--- src/rtl/mapa_shot_arbiter.sv ---
// mapa_shot_arbiter: battleship turn/shot arbiter with frame-tick map commits; MAPA_HIT_REPEAT_EN lets a hitting player shoot again
module mapa_shot_arbiter #(
  parameter int ROWS = 8,
  parameter int COLS = 8,
  parameter int SHIP_CELLS = 10
) (
  input  logic       clk,
  input  logic       rst,
  input  logic       frame_tick,
  input  logic       start,
  input  logic       load_we,
  input  logic       load_map,
  input  logic [2:0] load_row,
  input  logic [2:0] load_col,
  input  logic       p1_req,
  input  logic [2:0] p1_row,
  input  logic [2:0] p1_col,
  input  logic       p2_req,
  input  logic [2:0] p2_row,
  input  logic [2:0] p2_col,
  output logic       turn,
  output logic       shot_ack,
  output logic       shot_hit,
  output logic       shot_reject,
  input  logic       rd_map,
  input  logic [2:0] rd_row,
  input  logic [2:0] rd_col,
  output logic [1:0] rd_state,
  output logic       game_over,
  output logic       winner
);
  typedef enum logic [2:0] {SETUP, TURN, RESOLVE, WAIT_FRAME, GAME_OVER} state_t;
  state_t state, state_nx;
  logic [1:0] cells [128];
  logic [6:0] hits [2];
  logic [2:0] tr, tc, rr, rc;
  logic [1:0] was, tgt, armed;
  logic req, hit, win_now;

  function automatic logic in_rng(logic [2:0] r, logic [2:0] c);
    return int'(r) < ROWS && int'(c) < COLS;
  endfunction

  always_comb begin
    req = turn ? p2_req : p1_req;
    rr = turn ? p2_row : p1_row;
    rc = turn ? p2_col : p1_col;
    tgt = cells[{~turn, tr, tc}];
    hit = was == 2'd1;
    win_now = hit && hits[turn] == 7'(SHIP_CELLS - 1);
    state_nx = state;
    case (state)
      SETUP:      state_nx = start ? TURN : SETUP;
      TURN:       state_nx = (req && armed[turn]) ? RESOLVE : TURN;
      RESOLVE:    state_nx = (!in_rng(tr, tc) || tgt[1]) ? TURN : WAIT_FRAME;
      WAIT_FRAME: state_nx = frame_tick ? (win_now ? GAME_OVER : TURN) : WAIT_FRAME;
      default:    state_nx = state;
    endcase
  end

  always_ff @(posedge clk) state <= rst ? SETUP : state_nx;

  always_ff @(posedge clk) begin
    if (rst) begin
      for (int i = 0; i < 128; i++) cells[i] <= 2'd0;
      hits[0] <= 7'd0;
      hits[1] <= 7'd0;
      {turn, shot_ack, shot_hit, shot_reject, game_over, winner} <= 6'd0;
      armed <= 2'b11;
      {tr, tc, was, rd_state} <= 10'd0;
    end else begin
      shot_ack <= 1'b0;
      shot_reject <= 1'b0;
      armed <= armed | ~{p2_req, p1_req};
      rd_state <= in_rng(rd_row, rd_col) ? cells[{rd_map, rd_row, rd_col}] : 2'd0;
      if (state == SETUP && load_we && in_rng(load_row, load_col))
        cells[{load_map, load_row, load_col}] <= 2'd1;
      if (state == TURN && req && armed[turn]) begin
        tr <= rr;
        tc <= rc;
      end
      if (state == RESOLVE) begin
        was <= tgt;
        if (state_nx == TURN) begin
          shot_reject <= 1'b1;
          armed[turn] <= 1'b0;
        end
      end
      // the only map write after SETUP lands here, inside vertical blanking
      if (state == WAIT_FRAME && frame_tick) begin
        cells[{~turn, tr, tc}] <= hit ? 2'd3 : 2'd2;
        if (hit && hits[turn] != 7'(SHIP_CELLS)) hits[turn] <= hits[turn] + 7'd1;
        shot_ack <= 1'b1;
        shot_hit <= hit;
        armed[turn] <= 1'b0;
        if (win_now) begin
          game_over <= 1'b1;
          winner <= turn;
        end else begin
`ifdef MAPA_HIT_REPEAT_EN
          turn <= hit ? turn : ~turn;
`else
          turn <= ~turn;
`endif
        end
      end
    end
  end
endmodule

--- config.mk ---
export PLATFORM = sky130hd
export DESIGN_NAME = mapa_shot_arbiter
export DESIGN_NICKNAME = d
export VERILOG_FILES = /design/src/rtl/mapa_shot_arbiter.sv
export SDC_FILE = /design/constraint.sdc
export NUM_CORES = 1
export LEC_CHECK = 0
export CAP_MARGIN = 15
export CORE_MARGIN = 2
export CORE_UTILIZATION = 50
export DETAILED_ROUTE_END_ITERATION = 6
export PLACE_DENSITY = 0.67
export SLEW_MARGIN = 20
export SYNTH_ARGS = -nofsm -noshare
export SYNTH_HDL_FRONTEND = slang
export SYNTH_SLANG_ARGS = --single-unit
--- constraint.sdc ---
create_clock -name clk -period 3.6 [get_ports clk]
set_input_delay 0.9 -clock clk [delete_from_list [all_inputs] [get_ports clk]]
set_output_delay 0.9 -clock clk [all_outputs]
set_load 0.01 [all_outputs]
==> results by stage, run 1 <==
Synthesis:
- For this run, the number of Yosys warnings is 0.
- The most used flip-flop cell after synthesis is edfxtp_1.
- The largest total area in the synthesized netlist belongs to edfxtp_1.
- After synthesis, the cell types taking the most area are edfxtp_1 (49%), mux4_2 (21%), nor2_1 (7.0%).
- The share of async-settable or async-resettable flops after synthesis is 0%.
- For this run, the register share of the synthesized area comes to 52.03%.
- The compound-gate portion of the synthesized area is 8.522%.
- In this run the biggest area consumer among cell types represents 49.35% of the synthesized area.
- In this run the cell area of the synthesized design comes to 0.01643 mm^2.
- The number of flip-flops and latches in the synthesized netlist is 292.
- The mean post-synth cell area is 13.00 um^2.
- The xor/xnor share of the synthesized area is 0.3732%.
- The multiplexer fraction of the synthesized cell area is 23.01%.
- The number of nets in the synthesized netlist is 1300.
- After Yosys synthesis, full adders, half adders and majority gates account for 0.2285% of the synthesized area.
- The number of enable flip-flop cells after synthesis is 270.
- By area, the combinational part of the netlist is dominated by multiplexers.
- The count of different cell masters after synthesis is 52.
- The instance count of the mapped netlist is 1264.
- Of the total synthesized cell area, the portion taken by AND, OR, NAND and NOR gates is 11.86%.

Clock tree:
- Gates resized during post-CTS repair numbered 0.
- The count of buffers added by post-CTS timing repair for setup is 0.
- The CTS clock-pin slew for the worst setup and hold paths is 0.06 ns.
- The later pin in the worst-skew pair is clocked with a latency of 0.56 ns.
- The buffer depth of the longest clock path is 3.
- The TritonCTS clock tree is built.
- The cell sitting at the root of the clock tree is a clkbuf_16.
- The hold buffer count at CTS is 0.
- In this run the number of H-tree levels came out at 1.
- Buffers inserted during clock tree synthesis total 31.
- The total clock sinks is 292.

Cells and area:
- Registers take 0.008557 mm^2.
- Summing all non-filler instances in the final layout gives an area of 0.01858 mm^2.
- The filler cells instantiated in the layout total 2610.
- The area of the multi-input gates is 0.007227 mm^2.
- The area growth from synthesis to layout is 13.10%.
- The number of inserted diodes is 0.
- The share of cells above drive strength 1 is 24.16%.
- The number of nets in the layout is 1324.

Timing:
- Static timing analysis puts the maximum clock frequency at 326.4 MHz.
- The worst pin sits at a relative slew slack of 39.94%.
- The worst clock skew is 0.01558 ns.
- Hold is met by 0.4696 ns.
- Setup repair after global routing left no endpoint under its margin.
- After layout, the worst path uses 85.10% of the clock period.
- At the pin with the least slew margin, the transition time is 0.9009 ns.
- The final hold violation count is 0.
- The final critical delay including setup and external delays is 3.064 ns.
- The count of pins over their slew limit came to 0.
- Setup violations remaining at the end of the flow were counted as 0.
- Summed over all failing endpoints, the final setup total negative slack is 0 ns.

Critical path:
- The longest individual stage delay on the worst path is 0.51 ns.
- The most frequent cell on the critical path is mux4_2.
- The critical path class is register to register.
- The data required time of the critical path is 4.04 ns.
- For the worst setup path, the data arrival time is 3.50 ns.
- The launching element type of the critical path is a register.
- The signal on the critical path passes through buf_4 > mux4_2 > mux2_2 > mux4_2 > a21oi_1 > nor2_1 > a221o_1.
- The sort of element at the end of the critical path is a register.
- Of all nets on the critical path, the largest fanout is 11.
- The master of the slowest instance on the critical path is mux4_2.

Detailed routing:
- In the routed design, unresolved DRC markers number 0.
- The first TritonRoute pass finished after 5 iterations.
- The average wire length per cell after detail routing is 26.16 um.
- The number of nets with antenna violations after routing is 0.
- The final layout contains routed wiring with a total length of 45890 um.
- Summing over every cut layer, the via total after detailed routing is 11270.
- After the first detailed-routing iteration, the DRC count stood at 1422.
- Dividing the detail-routed via count by the number of cells gives 6.425.

Power:
- The analysis attributes to cell leakage a power of 6.172 nW.
- For this design the ratio of total power to cell area is 436.7 mW/mm^2.
- The worst-case IR drop observed on VDD is 0.3503 mV.

Min path:
- The path class of the tightest hold or removal check is register to register.

Place:
- The estimated wirelength of the detail-placed design is 31600 um.
- In this run the tool buffered the top-level ports with 40 buffer cells.
- The routability congestion estimate from global placement is 0.8827.
- The area of placed instances is 0.01758 mm^2.

Global route:
- The total congestion overflow is 0.
- The pin count of the biggest net entering global routing is 58.
- The number of global-route vias before repair came to 11420.
- In the global route stage, overall resource usage came out at 27.38%.
- The first global-routing pass estimated 68660 um of wire.
- The number of antenna violations at the first check in global routing is 0.

Floorplan:
- The die is 185.3 um tall.
- The standard cell core area is 0.03245 mm^2.
- The number of core rows is 66.
- From left edge to right edge, the die measures 185.3 um.
- Once the floorplan was initialized, standard cells occupied 50.62% of the core.
- The number of placed I/O pins is 41.
- The floorplan die area is 0.03432 mm^2.

Flow run:
- The max-capacitance violation count is 0.

Outcome:
- The run finished with clean final reports.
[stage by stage]
| step | cells | util (%) | total power, W | setup WS (ns) |
|---|---|---|---|---|
| 5_1_grt | 1754 | 57.25 | 0.008336 | 0.4285 |
| 3_5_place_dp | 1697 | 54.16 | 0.005000 | 0.09212 |
| 6_report | 1754 | 57.25 | 0.008114 | 0.5364 |
| 4_1_cts | 1754 | 57.25 | 0.008128 | 0.6204 |
| 3_3_place_gp | 1697 | 54.16 | 0.004978 | 0.1384 |
| 2_1_floorplan | 1264 | - | 0.004633 | 0.5120 |
[final timing paths]
check	to	slack, ns	start	cells after the start
worst max-delay path	was[1]	0.54	tc[0]	7
worst min-delay path	game_over	0.47	game_over	2
worst max register to register	was[1]	0.54	tc[0]	7
worst min register to register	game_over	0.47	game_over	2
[flip-flops by register name, summed over array words and instances, names as in the netlist, 2 cells and up, named ones only]
signal    flops
was           2
cells       256
armed         2
tr            3
rd_state      2
hits         14
state         3
tc            3
[where the power goes]
| group | switching, W | leakage [nW] | internal [W] |
|---|---|---|---|
| sequential | 0.000105 | 2.97 | 0.00382 |
| clock | 0.00130 | 0.484 | 0.00187 |
| combinational | 0.000531 | 2.72 | 0.000492 |
| total | 0.00194 | 6.17 | 0.00618 |
[per-layer routing]
layer | up-vias | track usage (%) | part of all wire (%)
li1 | 4863 | - | -
met1 | 5685 | 36.41 | 37
met2 | 601 | 45.30 | 48
met3 | 121 | 5.112 | 11
met4 | 0 | 9.651 | 3.7
met5 | - | 0 | 0
[cells in the final DEF (no fill, tap or decap), drive strengths merged, types with 3 or more instances in the layout]
cell type	netlist	routed
nor3	11	11
bufinv	0	3
a31oi	12	12
a221oi	8	8
nor2b	8	8
nand3b	3	3
clkinv	1	10
nor4b	3	3
nand2b	9	9
a41o	5	5
edfxtp	270	270
o21ai	4	4
clkbuf	79	43
a22oi	6	6
mux2i	24	24
clkdlybuf4s50	0	37
or2	20	20
xnor2	3	3
ha	3	3
or3	19	19
dfxtp	22	22
mux4	151	151
nor4	6	6
nand2	35	35
a21oi	3	3
o21bai	76	76
xor2	4	4
inv	10	10
nand3	17	17
nor2	305	305
a211oi	10	10
a22o	4	4
o22ai	4	4
a21o	48	48
mux2	9	9
buf	56	89
[synth_stat cells (4+ instances only)]
master,number
nor2_1,305
edfxtp_1,270
mux4_2,151
clkbuf_1,79
o21bai_1,76
a21o_1,48
buf_2,39
nand2_1,35
dfxtp_1,22
mux2i_1,21
or3_1,19
or2_2,13
a31oi_1,12
nand3_1,12
nor3_1,11
a211oi_1,10
inv_1,10
mux2_2,9
nand2b_1,9
a221oi_1,8
nor2b_1,8
buf_1,7
a22oi_1,6
nor4_1,6
or2_1,6
a41o_1,5
buf_4,5
buf_6,5
nand3_2,5
a22o_1,4
o21ai_0,4
o22ai_1,4
xor2_1,4
[logic make-up after synthesis]
logic type,count (synthesis)
AND/OR/NAND/NOR,445
multiplexers,184
AO/OA/AOI/OAI,187
flip-flops,292
XOR/XNOR,7
buffers and inverters,146
adder cells (fa/ha/maj),3
[worst max-delay path, delay by kind of cell, from the launching register on]
family	cells	cell delay [ns]
simple gates	1	0.17
flops	1	0.50
buf+inv	1	0.25
mux	3	1.28
compound gates	2	0.73
[cell type report]
class	instances	area share, %
tap	442	2.976
inverter	11	0.2222
clock buffer	43	4.633
clock inverter	14	0.7677
sequential	292	46.05
timing repair buffer	126	6.451
multi-input combinational	826	38.90
Power figures use the tool's default switching activity.
==> run 2: changes to the inputs <==
ABC_CLOCK_PERIOD_IN_PS = 3600   (was default)
CORE_UTILIZATION = 40   (was 50)
PLACE_DENSITY = default   (was 0.67)
RECOVER_POWER = 100   (was default)
==> results by stage, run 2 (synthesis results as in run 1) <==
Global route:
- The wire length of the first global-routing pass is 69990 um (+1.9%).
- The number of global-route vias before repair is 11160 (-2.3%).
- The overall fraction of global-route tracks in use is 22.14% (-5.2 points).
- The total congestion overflow came to 0 (unchanged).
- The pin count of the biggest net entering global routing is 52 (-10%).
- The number of antenna violations at the first check in global routing is 0 (unchanged).

Critical path:
- STA classifies the critical path startpoint as an input port.
- The slowest stage of the critical path is the clkdlybuf4s50_1 cell.
- The worst-case reg-to-reg path depth is 7 (unchanged).
- Tracing the worst setup path back leads to its startpoint at frame_tick.
- The critical path in this run is classified as input port to register.
- The longest individual stage delay on the worst path was 0.49 ns (-0.02 ns).
- The destination of the worst register-to-register timing path is cells[126][0].
- The maximum fanout count along the critical path is 7 (-4).
- The critical path goes through clkdlybuf4s50_1 > nand4b_1 > or2_4 > mux2_1 > nand3_1 > buf_4 > nor2_1 > clkbuf_1 > a21o_1.
- The signal arrival time at the worst endpoint is 3.54 ns (+0.04 ns).
- The setup slack on the worst flop-to-flop path was 0.54 ns (about the same).
- STA classifies the critical path endpoint as a register.
- The worst reg2reg path startpoint is tc[1].
- The data required time of the critical path is 3.89 ns (-0.15 ns).

Power:
- The leakage power summed over all cells is 6.093 nW (-1.3%).
- The worst ir drop on vdd was 0.4634 mV (+32%).
- The power density relative to cell area is 432.3 mW/mm^2 (-1.0%).
- The overall power consumption came to 0.008019 W (-1.2%).

Min path:
- The tightest min-delay check is of the register to register type.
- The path with the worst hold slack has its endpoint at game_over.
- The start point of the worst min-delay path is game_over.
- The number of cells traversed by the worst hold path came to 2 (unchanged).

Floorplan:
- The standard cell core area is 0.04065 mm^2 (+25%).
- The die outline width is 206.7 um (+12%).
- The number of core rows came to 74 (+12%).
- The height of the die is 206.7 um (+12%).
- The starting density of the core is 40.42% (-10 points).
- The floorplan die area came to 0.04271 mm^2 (+24%).
- The number of placed I/O pins is 41 (unchanged).

Detailed routing:
- The final routed wirelength across all metal layers was 47040 um (+2.5%).
- The average vias per placed instance came to 6.131 (-4.6%).
- The average wire length per cell after detail routing is 25.51 um (-2.5%).
- The first-pass iteration count of the detailed router is 6 (+1).
- The number of nets with antenna violations after routing is 0 (unchanged).
- The number of design rule violations left after detail routing is 0 (unchanged).
- The number of DRC violations after detailed-routing iteration 0 is 1329 (-6.5%).
- The via count is 11310 (+0.31%).

Cells and area:
- The number of flip-flops under the largest register name is 256 (unchanged).
- The share of cells above drive strength 1 was 21.11% (-3.0 points).
- The area growth from synthesis to final layout is 12.92%.
- The number of nets in the layout is 1326 (+0.15%).
- More flip-flops sit in one register than any other, and that register is cells.
- The area taken by flip-flops and latches is 0.008557 mm^2 (unchanged).
- The area of the multi-input gates was 0.007204 mm^2 (-0.31%).
- The post-layout instance count excluding filler cells is 1844 (+5.1%).
- The final instance area is 0.01855 mm^2 (-0.16%).
- The library cell used most frequently in the layout, excluding fill and tap cells, is nor2_1.
- The number of inserted diodes is 0 (unchanged).
- The count of filler cells inserted in the layout is 3602 (+38%).
- Leaving out fill and tap cells, the most frequent cells in the layout are nor2_1 (305), edfxtp_1 (270), mux4_2 (151), o21bai_1 (76), buf_4 (50).
- The end-of-flow core utilization is 45.64% (-12 points).
- The largest registers in the layout are cells: 256 flops, hits: 14 flops.

Timing:
- The final-report setup violation count is 0 (unchanged).
- The final hold violation count is 0 (unchanged).
- The final clock period utilization by the worst path is 90.29% (+5.2 points).
- The final-layout setup total negative slack is 0 ns (unchanged).
- The count of pins over their slew limit came to 0 (unchanged).
- The headroom to the max-slew limit is 21.37% (-19 points).
- Setup repair after global routing left no endpoint under its margin.
- The worst clock skew is 0.02428 ns (+0.008699 ns).
- The slew at the pin closest to its max-slew limit is 1.150 ns (+0.2488 ns).
- The fmax is 307.6 MHz (-5.8%).
- The final critical delay including setup and external delays came to 3.251 ns (+0.1869 ns).

Clock tree:
- The CTS clock-pin slew for the worst setup and hold paths is 0.06 ns (about the same).
- The number of buffers added by the clock tree synthesis step is 30 (-3.2%).
- The count of buffers added by post-CTS timing repair for setup is 0 (unchanged).
- The source-to-sink clock delay at the later pin of the worst-skew pair is 0.59 ns (+0.03 ns).
- The root cell of the clock tree is clkbuf_16.
- TritonCTS built the clock tree.
- The hold buffer count at CTS was 0 (unchanged).
- The number of gates resized after CTS was 0 (unchanged).
- The total clock sinks is 292 (unchanged).
- The buffer depth of the longest clock path came to 3 (unchanged).
- The deepest level of the CTS H-tree came to 1 (unchanged).

Flow run:
- The max-capacitance violation count was 0 (unchanged).

Place:
- The number of buffer cells added on primary ports is 40 (unchanged).
- The routability congestion estimate from global placement is 0.9141 (+3.6%).
- The cell count after placement came to 1790 (+5.5%).
- The area of placed instances is 0.01775 mm^2 (+0.98%).
- The estimated wirelength of the detail-placed design was 32740 um (+3.6%).

Outcome:
- The run finished with clean final reports.
run 2: changes by cell type in the layout (fill, tap and decap cells not counted), sizes merged:
cell and delta:
clkbuf +23, buf -22, clkdlybuf4s50 -11, dlygate4sd3 +11, clkinvlp -2, clkinv +1
run 2: report_power, final:
part | total [W] | internal (W) | switching [W]
registers | 0.00394 | 0.00382 | 0.000121
logic | 0.000994 | 0.000485 | 0.000509
clock network | 0.00309 | 0.00178 | 0.00131
total | 0.00802 | 0.00608 | 0.00194
run 2: how the worst max path moves through the flow:
stage                     slack, ns       endpoint  depth (start not counted)
after floorplan                0.51    rd_state[1]                          7
after global placement         0.09   cells[64][1]                         10
after detailed placement       0.11   cells[64][0]                         10
after CTS                      0.69   cells[64][0]                         10
after global routing           0.26   cells[77][0]                          9
final                          0.35  cells[126][0]                          9
run 2: through the flow:
| stage | hold slack (ns) | worst slack [ns] |
|---|---|---|
| after floorplan | 0.5009 | 0.5120 |
| after global placement | 0.4599 | 0.09123 |
| after detailed placement | 0.4663 | 0.1124 |
| after CTS | 0.4802 | 0.6901 |
| after global routing | 0.5165 | 0.2556 |
| final | 0.4913 | 0.3494 |
run 2: per-layer routing:
| layer | GRT usage, % | share of wire, % | vias to the layer above |
|---|---|---|---|
| met5 | 0 | 0 | - |
| met4 | 6.633 | 3.0 | 0 |
| met3 | 3.391 | 9.3 | 99 |
| met2 | 36.74 | 48 | 602 |
| met1 | 30.17 | 40 | 5732 |
| li1 | - | - | 4872 |
run 2: worst max-delay path: cells and delay by family:
kind / cells / cell delay, ns
muxes: 1 / 0.35
AOI/OAI and AO/OA: 1 / 0.24
buffers and inverters: 3 / 1.14
and+or+nand+nor: 4 / 0.90
run 2: area by class of cell:
cell class,count,share of cell area [%]
Multi-Input combinational cell,826,38.84
Tap cell,532,3.588
Clock buffer,41,4.384
Sequential cell,292,46.13
Timing Repair Buffer,129,6.131
Clock inverter,13,0.7082
Inverter,11,0.2226
==> run 3: changes to the inputs <==
CELL_PAD_IN_SITES_DETAIL_PLACEMENT = 0   (was default)
CELL_PAD_IN_SITES_GLOBAL_PLACEMENT = 1   (was default)
PLACE_DENSITY_LB_ADDON = 0.1   (was default)
==> results by stage, run 3 (synthesis results as in run 1) <==
Outcome:
- The flow ran to the end, and the final reports show no timing, DRC or antenna violations.

Critical path:
- The setup path with the least slack is of type input port to register.
- The worst setup path is launched from an input port.
- The maximum fanout count along the critical path is 12 (+5).
- The signal arrival time at the worst endpoint is 3.57 ns (+0.03 ns).
- STA classifies the critical path endpoint as a register.
- The data required time of the critical path is 3.87 ns (-0.02 ns).

Clock tree:
- TritonCTS built the clock tree.
- The number of buffers added by the clock tree synthesis step is 36 (+20%).
- The source-to-sink clock delay at the later pin of the worst-skew pair is 0.54 ns (-0.05 ns).
- The total clock sinks is 292 (unchanged).
- The count of buffers added by post-CTS timing repair for setup is 0 (unchanged).
- The tree is rooted in a clkbuf_16.
- The hold buffer count at CTS is 0 (unchanged).
- The CTS clock-pin slew for the worst setup and hold paths came to 0.05 ns (about the same).
- The deepest level of the CTS H-tree is 2 (+1).
- The number of gates resized after CTS is 0 (unchanged).
- The buffer depth of the longest clock path came to 3 (unchanged).

Floorplan:
- The standard cell core area came to 0.04065 mm^2 (unchanged).
- The number of core rows is 74 (unchanged).
- The height of the die came to 206.7 um (unchanged).
- The die outline width is 206.7 um (unchanged).
- The number of placed I/O pins is 41 (unchanged).
- The floorplan die area was 0.04271 mm^2 (unchanged).
- The starting density of the core is 40.42% (unchanged).

Place:
- The routability congestion estimate from global placement is 0.8119 (-11%).
- The area of placed instances was 0.01780 mm^2 (+0.30%).
- The estimated wirelength of the detail-placed design is 34730 um (+6.1%).
- The number of buffer cells added on primary ports was 40 (unchanged).

Detailed routing:
- The average vias per placed instance is 5.936 (-3.2%).
- The number of design rule violations left after detail routing is 0 (unchanged).
- The first-pass iteration count of the detailed router is 5 (-1).
- The number of DRC violations after detailed-routing iteration 0 is 1048 (-21%).
- The average wire length per cell after detail routing is 27.01 um (+5.9%).
- The number of nets with antenna violations after routing is 0 (unchanged).
- The via count is 11040 (-2.3%).
- The final routed wirelength across all metal layers is 50230 um (+6.8%).

Cells and area:
- The top cell types in the final layout, fill and taps aside, are nor2_1 (305), edfxtp_1 (270), mux4_2 (151), o21bai_1 (76), buf_4 (62).
- The share of cells above drive strength 1 is 22.91% (+1.8 points).
- The end-of-flow core utilization is 46.28% (+0.64 points).
- The final instance area is 0.01881 mm^2 (+1.4%).
- The leading cell type in the layout, fill and taps excluded is nor2_1.
- The count of filler cells inserted in the layout came to 3688 (+2.4%).
- The number of nets in the layout is 1339 (+0.98%).
- Compared with the post-synthesis result, the final layout area differs by 14.49%.
- The number of flip-flops under the largest register name is 256 (unchanged).
- Ranked by flip-flop count, first place goes to cells.
- The largest registers in the layout are cells: 256 flops, hits: 14 flops.

Global route:
- The wire length of the first global-routing pass was 73510 um (+5.0%).
- The number of global-route vias before repair was 11000 (-1.4%).
- The overall fraction of global-route tracks in use is 24.27% (+2.1 points).
- The pin count of the biggest net entering global routing is 59 (+13%).
- The total congestion overflow came to 0 (unchanged).
- The number of antenna violations at the first check in global routing is 3 (+3).

Timing:
- The count of pins over their slew limit was 0 (unchanged).
- The final-report setup violation count is 0 (unchanged).
- The tightest hold margin is 0.4655 ns (-0.02577 ns).
- The worst clock skew is 0.01300 ns (-0.01128 ns).
- The final hold violation count is 0 (unchanged).
- The headroom to the max-slew limit was 38.59% (+17 points).
- The final critical delay including setup and external delays was 3.298 ns (+0.04784 ns).
- The slew at the pin closest to its max-slew limit is 0.8979 ns (-0.2518 ns).
- The fmax is 303.2 MHz (-1.5%).
- Setup repair after global routing left no endpoint under its margin.
- The final clock period utilization by the worst path was 91.62% (+1.3 points).

Power:
- The worst ir drop on vdd came to 0.2836 mV (-39%).
- The overall power consumption is 0.008384 W (+4.6%).
- The net switching power is 0.002057 W (+6.0%).
- The power density relative to cell area is 445.8 mW/mm^2 (+3.1%).
- The leakage power summed over all cells is 6.229 nW (+2.2%).
- The clock share of power is 40.8% (+2.3 points).
- The fraction of power consumed by combinational cells is 12.3% (about the same).
- The internal cell power came to 0.006328 W (+4.1%).
- The switching share of power is 24.53% (+0.33 points).
- The sequential fraction of design power is 46.9% (-2.2 points).

Flow run:
- The max-capacitance violation count is 0 (unchanged).

Min path:
- The min-delay analysis places its worst path in the category register to register.
-- run 3: changes by cell type in the layout (fill, tap and decap cells not counted), sizes merged --
cell	before	now
buf	67	79
clkinv	11	14
clkdlybuf4s50	26	27
bufinv	3	2
diode	0	1
dlygate4sd3	11	10
clkbuf	66	67
-- run 3: area by class of cell --
| cell class | instances | area [um^2] | area share (%) |
|---|---|---|---|
| Clock inverter | 15 | 116.4 | 0.6186 |
| Clock buffer | 47 | 963.4 | 5.122 |
| Inverter | 11 | 41.29 | 0.2195 |
| Timing Repair Buffer | 136 | 1236 | 6.572 |
| Multi-Input combinational cell | 826 | 7227 | 38.42 |
| Tap cell | 532 | 665.6 | 3.539 |
| Antenna cell | 1 | 2.502 | 0.01330 |
| Sequential cell | 292 | 8557 | 45.49 |
-- run 3: power groups by stage --
stage	Clock, W	Sequential, W	Combinational (W)
after floorplan	0	0.00392	0.000710
after global placement	0	0.00400	0.00103
after detailed placement	0	0.00401	0.00103
after CTS	0.00350	0.00394	0.00104
after global routing	0.00363	0.00395	0.00109
final	0.00342	0.00393	0.00103
-- run 3: final timing paths --
kind	start	end	slack, ns	depth (start not counted)
setup / recovery	frame_tick	cells[35][1]	0.30	8
hold / removal	game_over	game_over	0.47	2
setup reg to reg	tc[0]	was[1]	0.58	7
hold reg to reg	game_over	game_over	0.47	2
-- run 3: per-stage QoR --
step | setup TNS, ns | cells | worst slack (ns)
global route | 0 | 1859 | 0.1543
floorplan | 0 | 1264 | 0.5120
global placement | -0.5153 | 1797 | -0.03750
finish | 0 | 1860 | 0.3016
CTS | 0 | 1859 | 0.4712
detailed placement | -1.895 | 1797 | -0.1010
-- run 3: metal layers --
metal	track usage [%]	wire, um
met1	33.14	21760
met5	0	13
met4	8.291	1498
met2	39.21	24020
met3	4.443	2936
-- run 3: worst max-delay path, cell delays in order --
cell	delay (ns)
dlygate4sd3_1	0.59
nand4b_1	0.13
clkbuf_1	0.55
nor4_1	0.09
a31oi_1	0.56
or3_1	0.24
or2_0	0.41
nor2_1	0.08
